--- src/rtl/aes_pkg.sv ---
// ---------------------------------------------------------------------------
// aes_pkg
// Shared constants and helper functions for the AES key-expansion datapath.
//   SBOX      : forward AES S-box, indexed by the input byte
//   RCON_INIT : first round constant of an expansion
//   AES_NRK   : number of round keys held in the round key register file
//   KRF_AW    : round key register file address width
//   xtime     : multiply by x in GF(2^8) modulo x^8+x^4+x^3+x+1
//   rot_word  : cyclic left rotation of a word by one byte
//   sub_word  : S-box substitution of each byte of a word
// ---------------------------------------------------------------------------
package aes_pkg;

    localparam logic [7:0] RCON_INIT = 8'h01;
    localparam int         AES_NRK   = 11;
    localparam int         KRF_AW    = 4;

    localparam logic [7:0] SBOX [256] = '{
        8'h63, 8'h7c, 8'h77, 8'h7b, 8'hf2, 8'h6b, 8'h6f, 8'hc5, 8'h30, 8'h01, 8'h67, 8'h2b, 8'hfe, 8'hd7, 8'hab, 8'h76,
        8'hca, 8'h82, 8'hc9, 8'h7d, 8'hfa, 8'h59, 8'h47, 8'hf0, 8'had, 8'hd4, 8'ha2, 8'haf, 8'h9c, 8'ha4, 8'h72, 8'hc0,
        8'hb7, 8'hfd, 8'h93, 8'h26, 8'h36, 8'h3f, 8'hf7, 8'hcc, 8'h34, 8'ha5, 8'he5, 8'hf1, 8'h71, 8'hd8, 8'h31, 8'h15,
        8'h04, 8'hc7, 8'h23, 8'hc3, 8'h18, 8'h96, 8'h05, 8'h9a, 8'h07, 8'h12, 8'h80, 8'he2, 8'heb, 8'h27, 8'hb2, 8'h75,
        8'h09, 8'h83, 8'h2c, 8'h1a, 8'h1b, 8'h6e, 8'h5a, 8'ha0, 8'h52, 8'h3b, 8'hd6, 8'hb3, 8'h29, 8'he3, 8'h2f, 8'h84,
        8'h53, 8'hd1, 8'h00, 8'hed, 8'h20, 8'hfc, 8'hb1, 8'h5b, 8'h6a, 8'hcb, 8'hbe, 8'h39, 8'h4a, 8'h4c, 8'h58, 8'hcf,
        8'hd0, 8'hef, 8'haa, 8'hfb, 8'h43, 8'h4d, 8'h33, 8'h85, 8'h45, 8'hf9, 8'h02, 8'h7f, 8'h50, 8'h3c, 8'h9f, 8'ha8,
        8'h51, 8'ha3, 8'h40, 8'h8f, 8'h92, 8'h9d, 8'h38, 8'hf5, 8'hbc, 8'hb6, 8'hda, 8'h21, 8'h10, 8'hff, 8'hf3, 8'hd2,
        8'hcd, 8'h0c, 8'h13, 8'hec, 8'h5f, 8'h97, 8'h44, 8'h17, 8'hc4, 8'ha7, 8'h7e, 8'h3d, 8'h64, 8'h5d, 8'h19, 8'h73,
        8'h60, 8'h81, 8'h4f, 8'hdc, 8'h22, 8'h2a, 8'h90, 8'h88, 8'h46, 8'hee, 8'hb8, 8'h14, 8'hde, 8'h5e, 8'h0b, 8'hdb,
        8'he0, 8'h32, 8'h3a, 8'h0a, 8'h49, 8'h06, 8'h24, 8'h5c, 8'hc2, 8'hd3, 8'hac, 8'h62, 8'h91, 8'h95, 8'he4, 8'h79,
        8'he7, 8'hc8, 8'h37, 8'h6d, 8'h8d, 8'hd5, 8'h4e, 8'ha9, 8'h6c, 8'h56, 8'hf4, 8'hea, 8'h65, 8'h7a, 8'hae, 8'h08,
        8'hba, 8'h78, 8'h25, 8'h2e, 8'h1c, 8'ha6, 8'hb4, 8'hc6, 8'he8, 8'hdd, 8'h74, 8'h1f, 8'h4b, 8'hbd, 8'h8b, 8'h8a,
        8'h70, 8'h3e, 8'hb5, 8'h66, 8'h48, 8'h03, 8'hf6, 8'h0e, 8'h61, 8'h35, 8'h57, 8'hb9, 8'h86, 8'hc1, 8'h1d, 8'h9e,
        8'he1, 8'hf8, 8'h98, 8'h11, 8'h69, 8'hd9, 8'h8e, 8'h94, 8'h9b, 8'h1e, 8'h87, 8'he9, 8'hce, 8'h55, 8'h28, 8'hdf,
        8'h8c, 8'ha1, 8'h89, 8'h0d, 8'hbf, 8'he6, 8'h42, 8'h68, 8'h41, 8'h99, 8'h2d, 8'h0f, 8'hb0, 8'h54, 8'hbb, 8'h16
    };

    function automatic logic [7:0] xtime(input logic [7:0] b);
        return {b[6:0], 1'b0} ^ (b[7] ? 8'h1b : 8'h00);
    endfunction

    function automatic logic [31:0] rot_word(input logic [31:0] w);
        return {w[23:0], w[31:24]};
    endfunction

    function automatic logic [31:0] sub_word(input logic [31:0] w);
        return {SBOX[w[31:24]], SBOX[w[23:16]], SBOX[w[15:8]], SBOX[w[7:0]]};
    endfunction

endpackage

--- src/rtl/aes_keyexp_round.sv ---
// ---------------------------------------------------------------------------
// aes_keyexp_round
// Purely combinational AES-128 next-round-key generator.
// Ports:
//   rkreg   [127:0] in  : current round key, w0 = [127:96], w3 = [31:0]
//   rcon    [7:0]   in  : round constant applied to this step
//   nextkey [127:0] out : following round key
// ---------------------------------------------------------------------------
module aes_keyexp_round
    import aes_pkg::*;
(
    input  logic [127:0] rkreg,
    input  logic [7:0]   rcon,
    output logic [127:0] nextkey
);

    logic [31:0] t;
    logic [31:0] n0;
    logic [31:0] n1;
    logic [31:0] n2;
    logic [31:0] n3;

    assign t  = sub_word(rot_word(rkreg[31:0])) ^ {rcon, 24'h0};

    // Each new word chains off the one just produced, so this is a
    // ripple of XORs rather than four independent terms.
    assign n0 = rkreg[127:96] ^ t;
    assign n1 = rkreg[95:64]  ^ n0;
    assign n2 = rkreg[63:32]  ^ n1;
    assign n3 = rkreg[31:0]   ^ n2;

    assign nextkey = {n0, n1, n2, n3};

endmodule

--- src/rtl/aes_keyexp_datapath.sv ---
// ---------------------------------------------------------------------------
// aes_keyexp_datapath
// Round-key datapath for AES-128: expands the cipher key into ten round keys,
// holds all eleven in a round key register file (KRF) and serves registered
// read data to the AddRoundKey path.
// Ports:
//   clk      in         : system clock, rising edge
//   rst      in         : synchronous reset, active-high
//   ckey     in  [KW]   : cipher key, w0 = [127:96]
//   keysel   in         : 0 selects ckey, 1 selects the expanded next key
//   rndkren  in         : round-key register load enable
//   wrrndkrf in         : KRF write enable
//   krfaddr  in  [4]    : KRF write and read address (11..15 are unmapped)
//   rconen   in         : advance the round constant after use
//   rdkey    out [KW]   : registered KRF read data (one cycle latency)
//   keyvalid out        : all eleven round keys written since last key load
// Build option:
//   AES_KRF_ZEROIZE_EN : rst also clears every KRF entry to 0. Without it
//                        the KRF has no reset and contents survive rst.
// ---------------------------------------------------------------------------
module aes_keyexp_datapath
    import aes_pkg::*;
#(
    parameter int NRK = AES_NRK,
    parameter int KW  = 128
)(
    input  logic              clk,
    input  logic              rst,
    input  logic [KW-1:0]     ckey,
    input  logic              keysel,
    input  logic              rndkren,
    input  logic              wrrndkrf,
    input  logic [KRF_AW-1:0] krfaddr,
    input  logic              rconen,
    output logic [KW-1:0]     rdkey,
    output logic              keyvalid
);

    logic [KW-1:0] rkreg;
    logic [7:0]    rcon;
    logic [KW-1:0] nextkey;
    logic [KW-1:0] wdata;
    logic          addr_ok;
    logic          krf_we;

    logic [KW-1:0] krf [NRK];

    aes_keyexp_round u_round (
        .rkreg   (rkreg),
        .rcon    (rcon),
        .nextkey (nextkey)
    );

    assign wdata   = keysel ? nextkey : ckey;
    assign addr_ok = int'(krfaddr) < NRK;
    assign krf_we  = wrrndkrf && addr_ok;

    // Round-key register, round constant, read register and keyvalid.
    // NOTE: sequential state uses non-blocking assignments so every register
    // samples pre-edge values; this is what makes the KRF read return the
    // old contents when the same address is written in the same cycle.
    always_ff @(posedge clk) begin
        if (rst) begin
            rkreg    <= '0;
            rcon     <= RCON_INIT;
            rdkey    <= '0;
            keyvalid <= 1'b0;
        end else begin
            if (rndkren) begin
                rkreg <= wdata;
                // A fresh key load restarts the constant sequence and wins
                // over an advance request in the same cycle.
                if (!keysel) begin
                    rcon <= RCON_INIT;
                end else if (rconen) begin
                    rcon <= xtime(rcon);
                end
            end

            rdkey <= addr_ok ? krf[krfaddr] : '0;

            if (krf_we) begin
                if (krfaddr == '0) begin
                    keyvalid <= 1'b0;
                end else if (krfaddr == KRF_AW'(NRK - 1)) begin
                    keyvalid <= 1'b1;
                end
            end
        end
    end

`ifdef AES_KRF_ZEROIZE_EN
    always_ff @(posedge clk) begin
        if (rst) begin
            for (int i = 0; i < NRK; i++) begin
                krf[i] <= '0;
            end
        end else if (krf_we) begin
            krf[krfaddr] <= wdata;
        end
    end
`else
    // NOTE: the key array deliberately has no reset so it can map onto
    // RAM/LUT storage; a reset term would force it into discrete flops.
    always_ff @(posedge clk) begin
        if (krf_we) begin
            krf[krfaddr] <= wdata;
        end
    end
`endif

endmodule

--- config.mk ---
export PLATFORM = sky130hd
export DESIGN_NAME = aes_keyexp_datapath
export DESIGN_NICKNAME = d
export VERILOG_FILES = /design/src/rtl/aes_pkg.sv /design/src/rtl/aes_keyexp_round.sv /design/src/rtl/aes_keyexp_datapath.sv
export SDC_FILE = /design/constraint.sdc
export NUM_CORES = 2
export LEC_CHECK = 0
export ABC_AREA = 1
export CAP_MARGIN = 20
export CORE_ASPECT_RATIO = 0.75
export CORE_MARGIN = 2
export CORE_UTILIZATION = 60
export DETAILED_ROUTE_END_ITERATION = 8
export PLACE_DENSITY_LB_ADDON = 0.25
export SETUP_SLACK_MARGIN = 0.2
export SLEW_MARGIN = 10
export SYNTH_ARGS = -nofsm -noshare
export SYNTH_HDL_FRONTEND = slang
export SYNTH_SLANG_ARGS = --single-unit
export TNS_END_PERCENT = 5
--- constraint.sdc ---
create_clock -name clk -period 19.1 [get_ports clk]
set_input_delay 3.82 -clock clk [delete_from_list [all_inputs] [get_ports clk]]
set_output_delay 3.82 -clock clk [all_outputs]
set_load 0.01 [all_outputs]
==> metrics.txt <==
Sink Count=1,673; Inst Count DP=9,309; GPL Wtd Cong=1.07; vias=64,200; IO Pins=267; CP max-delay cell=buf_4; sequential power share=0.477; crit path time final=8.41 ns; FF-to-FF Start=rkreg[8]; Vias/cell=6.68; status=finished with violations; PD cells=103 nW/um2; Synth top area share=0.549; Final WS setup=10.69 ns; EDFF count, synth=1,408; hold wc startpoint=rkreg[93]; chip width=418 um; CTS root buf=clkbuf_16; Layout Cells excl Fill=9,611; Congestion Overflow GR=0; Synth async-reset ratio=0; worst-path fanout max=56; FF-to-FF End=krf[9][20]; Final Slew Violations=0; most common library cells after synthesis=nand3_1, nand2_1, edfxtp_1, inv_1, clkbuf_1; final wirelength=274 mm; Avg WL per Cell=28.5 um; post-synth top area cell=edfxtp_1; setup_tns=0 ns; Final Power=8.87 mW; die height=314 um; overall routing resource usage=0.409; post-DP HPWL=171 mm; Gate power share=0.187; Core Util, Final=0.675; critical path's largest stage delay=0.90 ns; Final period util=0.440; share of post-route cells with drive strength above 1=0.0615; top_reg_cell synth=edfxtp_1; # setup viols final=0; Rows=113; R2R Setup Slk=13.84 ns; Yosys reg bits=1,673; Hold Path End=rkreg[93]; core region area=127,000 um2; worst-case clock buffer depth=3; RSZ-0062 raised after global routing=false; WS Path Type=input port to flop; first-pass GRT wire length=395 mm; Int Pwr=6.21 mW; Hold Path Stages=2; initial antenna violation count=18; Mapped Avg Cell Area=9.89 um2; CTS tree=yes; pre-CTS setup slack=10.04 ns; die area=131,000 um2; Mapped Cells=7,789; # port buffers=266; crit end category=flop; Sw Share=0.300; Leak=32.8 nW; 1st-iter DRT viols=11,400; FF-to-FF path depth=20; Fin. Hold Viols=0; max cap viols=0; Worst Setup SP=krfaddr[2]; library cells used by synthesis=39; CTS Buf Count=151; Synth Net Count=7,987; # nets final=8,000; H-tree levels=4; Startpoint Class=input port; Req. time, crit path=19.49 ns; Mapped Area=77,000 um2; number of global-route vias before repair=58,300; failing checks=design-rule violations; total iterations of the first detailed-routing run=9; drt drc=29; worst path bufs/invs=6; Worst Skew=0.0402 ns; CTS-repair resized insts=0; CP Data Arrival Time=8.81 ns; Crit path top cell by count=buf_4; CP cell instances=clkdlybuf4s50_1 > inv_1 > nor2_4 > clkinv_2 > buf_4 > nor3_2 > buf_4 > buf_4; hold buffers post-CTS=0; Relative slew margins=0.157; Layout area overhead=11.3%; Clock power frac=0.336; CTS clk-pin slew, worst paths=0.07 ns; Post-DRT Antenna Nets=0; largest net degree at the start of global routing=207; most frequent cell after synthesis=nand3_1; initial core utilization=0.607; Net Switching=2.66 mW; fmax=0.119 GHz; YS warnings=0; postcts setup bufs=0; synth top area cells=edfxtp_1, nand3_1, nand2_1; worst-skew pair later-pin latency=0.81 ns; worst hold path type=flop to flop; maximum vdd drop=0.0957 mV; CP top delay family=buffers and inverters; worst slew pin tran=1.26 ns; register area share after synthesis=0.618
final cells by class:
type | instances | area, um2
antenna | 14 | 35.0
clock buffer | 221 | 4180
clock inverter | 60 | 661
fill | 9578 | 41200
inverter | 451 | 1720
multi-input combinational | 5124 | 25700
sequential | 1673 | 47600
tap | 1667 | 2090
timing repair buffer | 401 | 3800
placed cells by master, fill, tap and decap left out, types with 10 or more instances in the layout:
cell type / count
a211oi_1: 10
a21oi_1: 204
a221o_1: 89
a22o_1: 39
a22oi_1: 256
a31oi_1: 172
a31oi_2: 37
buf_4: 121
clkbuf_1: 58
clkbuf_16: 153
clkbuf_8: 10
clkdlybuf4s50_1: 260
clkinv_1: 21
clkinv_2: 25
dfxtp_1: 257
diode_2: 14
edfxtp_1: 1408
ha_1: 60
inv_1: 420
inv_2: 18
nand2_1: 1722
nand2_2: 36
nand3_1: 1973
nand4_1: 16
nor2_1: 263
nor3_2: 10
o211ai_1: 11
o21ai_0: 145
o21ai_1: 37
power by group through the flow:
stage | Combinational, mW | Clock, mW | Sequential, mW
after floorplan | 0.935 | 0 | 4.29
after detailed placement | 1.57 | 0 | 4.31
after global placement | 1.55 | 0 | 4.30
after CTS | 1.57 | 2.99 | 4.23
final | 1.66 | 2.98 | 4.23
after global routing | 1.75 | 3.13 | 4.24
routing by layer:
metal	GRT usage	part of all wire	up-vias
met5	0.0123	0.0014	-
met4	0.215	0.057	10
met3	0.125	0.15	641
met2	0.568	0.42	4944
met1	0.579	0.38	30700
li1	-	-	27900
worst register-to-register path, stage by stage, from the launching register on:
cell	delay, ns
dfxtp_1	0.87
inv_2	0.39
ha_1	0.42
inv_1	0.38
nand2_1	0.15
nand2_1	0.32
nand2_1	0.12
nand2_1	0.20
nand2_1	0.07
nand2_1	0.08
nand2_1	0.05
nand3_1	0.12
nand3_1	0.32
nand3_1	0.39
nand2_1	0.09
nand2_1	0.11
nand2_1	0.10
nand2_1	0.10
nand3_1	0.07
nand3_1	0.14
nand2_1	0.36
flip-flops by register name, summed over array words and instances (netlist names):
| name | flops |
|---|---|
| keyvalid | 1 |
| rcon | 8 |
| rkreg | 128 |
| rdkey | 128 |
| krf | 1408 |
worst max-delay path by stage:
stage	to	cells after the start	slack [ns]
after floorplan	krf[1][0]	7	4.56
after global placement	krf[6][87]	8	10.10
after detailed placement	krf[6][87]	8	10.04
after CTS	krf[6][66]	8	10.81
after global routing	krf[6][66]	8	10.57
final	krf[6][66]	8	10.69
logic make-up (layout without fill, tap and decap cells):
| kind of cell | after synthesis | in the layout | share of synthesized area |
|---|---|---|---|
| flip-flops | 1673 | 1673 | 0.618 |
| adder cells (fa/ha/maj) | 60 | 60 | 0.00975 |
| buffers and inverters | 992 | 1133 | 0.0527 |
| AO/OA/AOI/OAI | 1004 | 1004 | 0.0858 |
| XOR/XNOR | 8 | 8 | 0.000910 |
| AND/OR/NAND/NOR | 4052 | 4052 | 0.233 |
| other | 0 | 14 | 0 |
stage by stage:
| step | hold slack [ns] | cell area [um2] |
|---|---|---|
| after floorplan | 0.455 | 77000 |
| after global placement | 0.466 | 80700 |
| after detailed placement | 0.478 | 80800 |
| after CTS | 0.488 | 85600 |
| after global routing | 0.510 | 85700 |
| final | 0.492 | 85700 |
(Power assumes the default switching activity.)
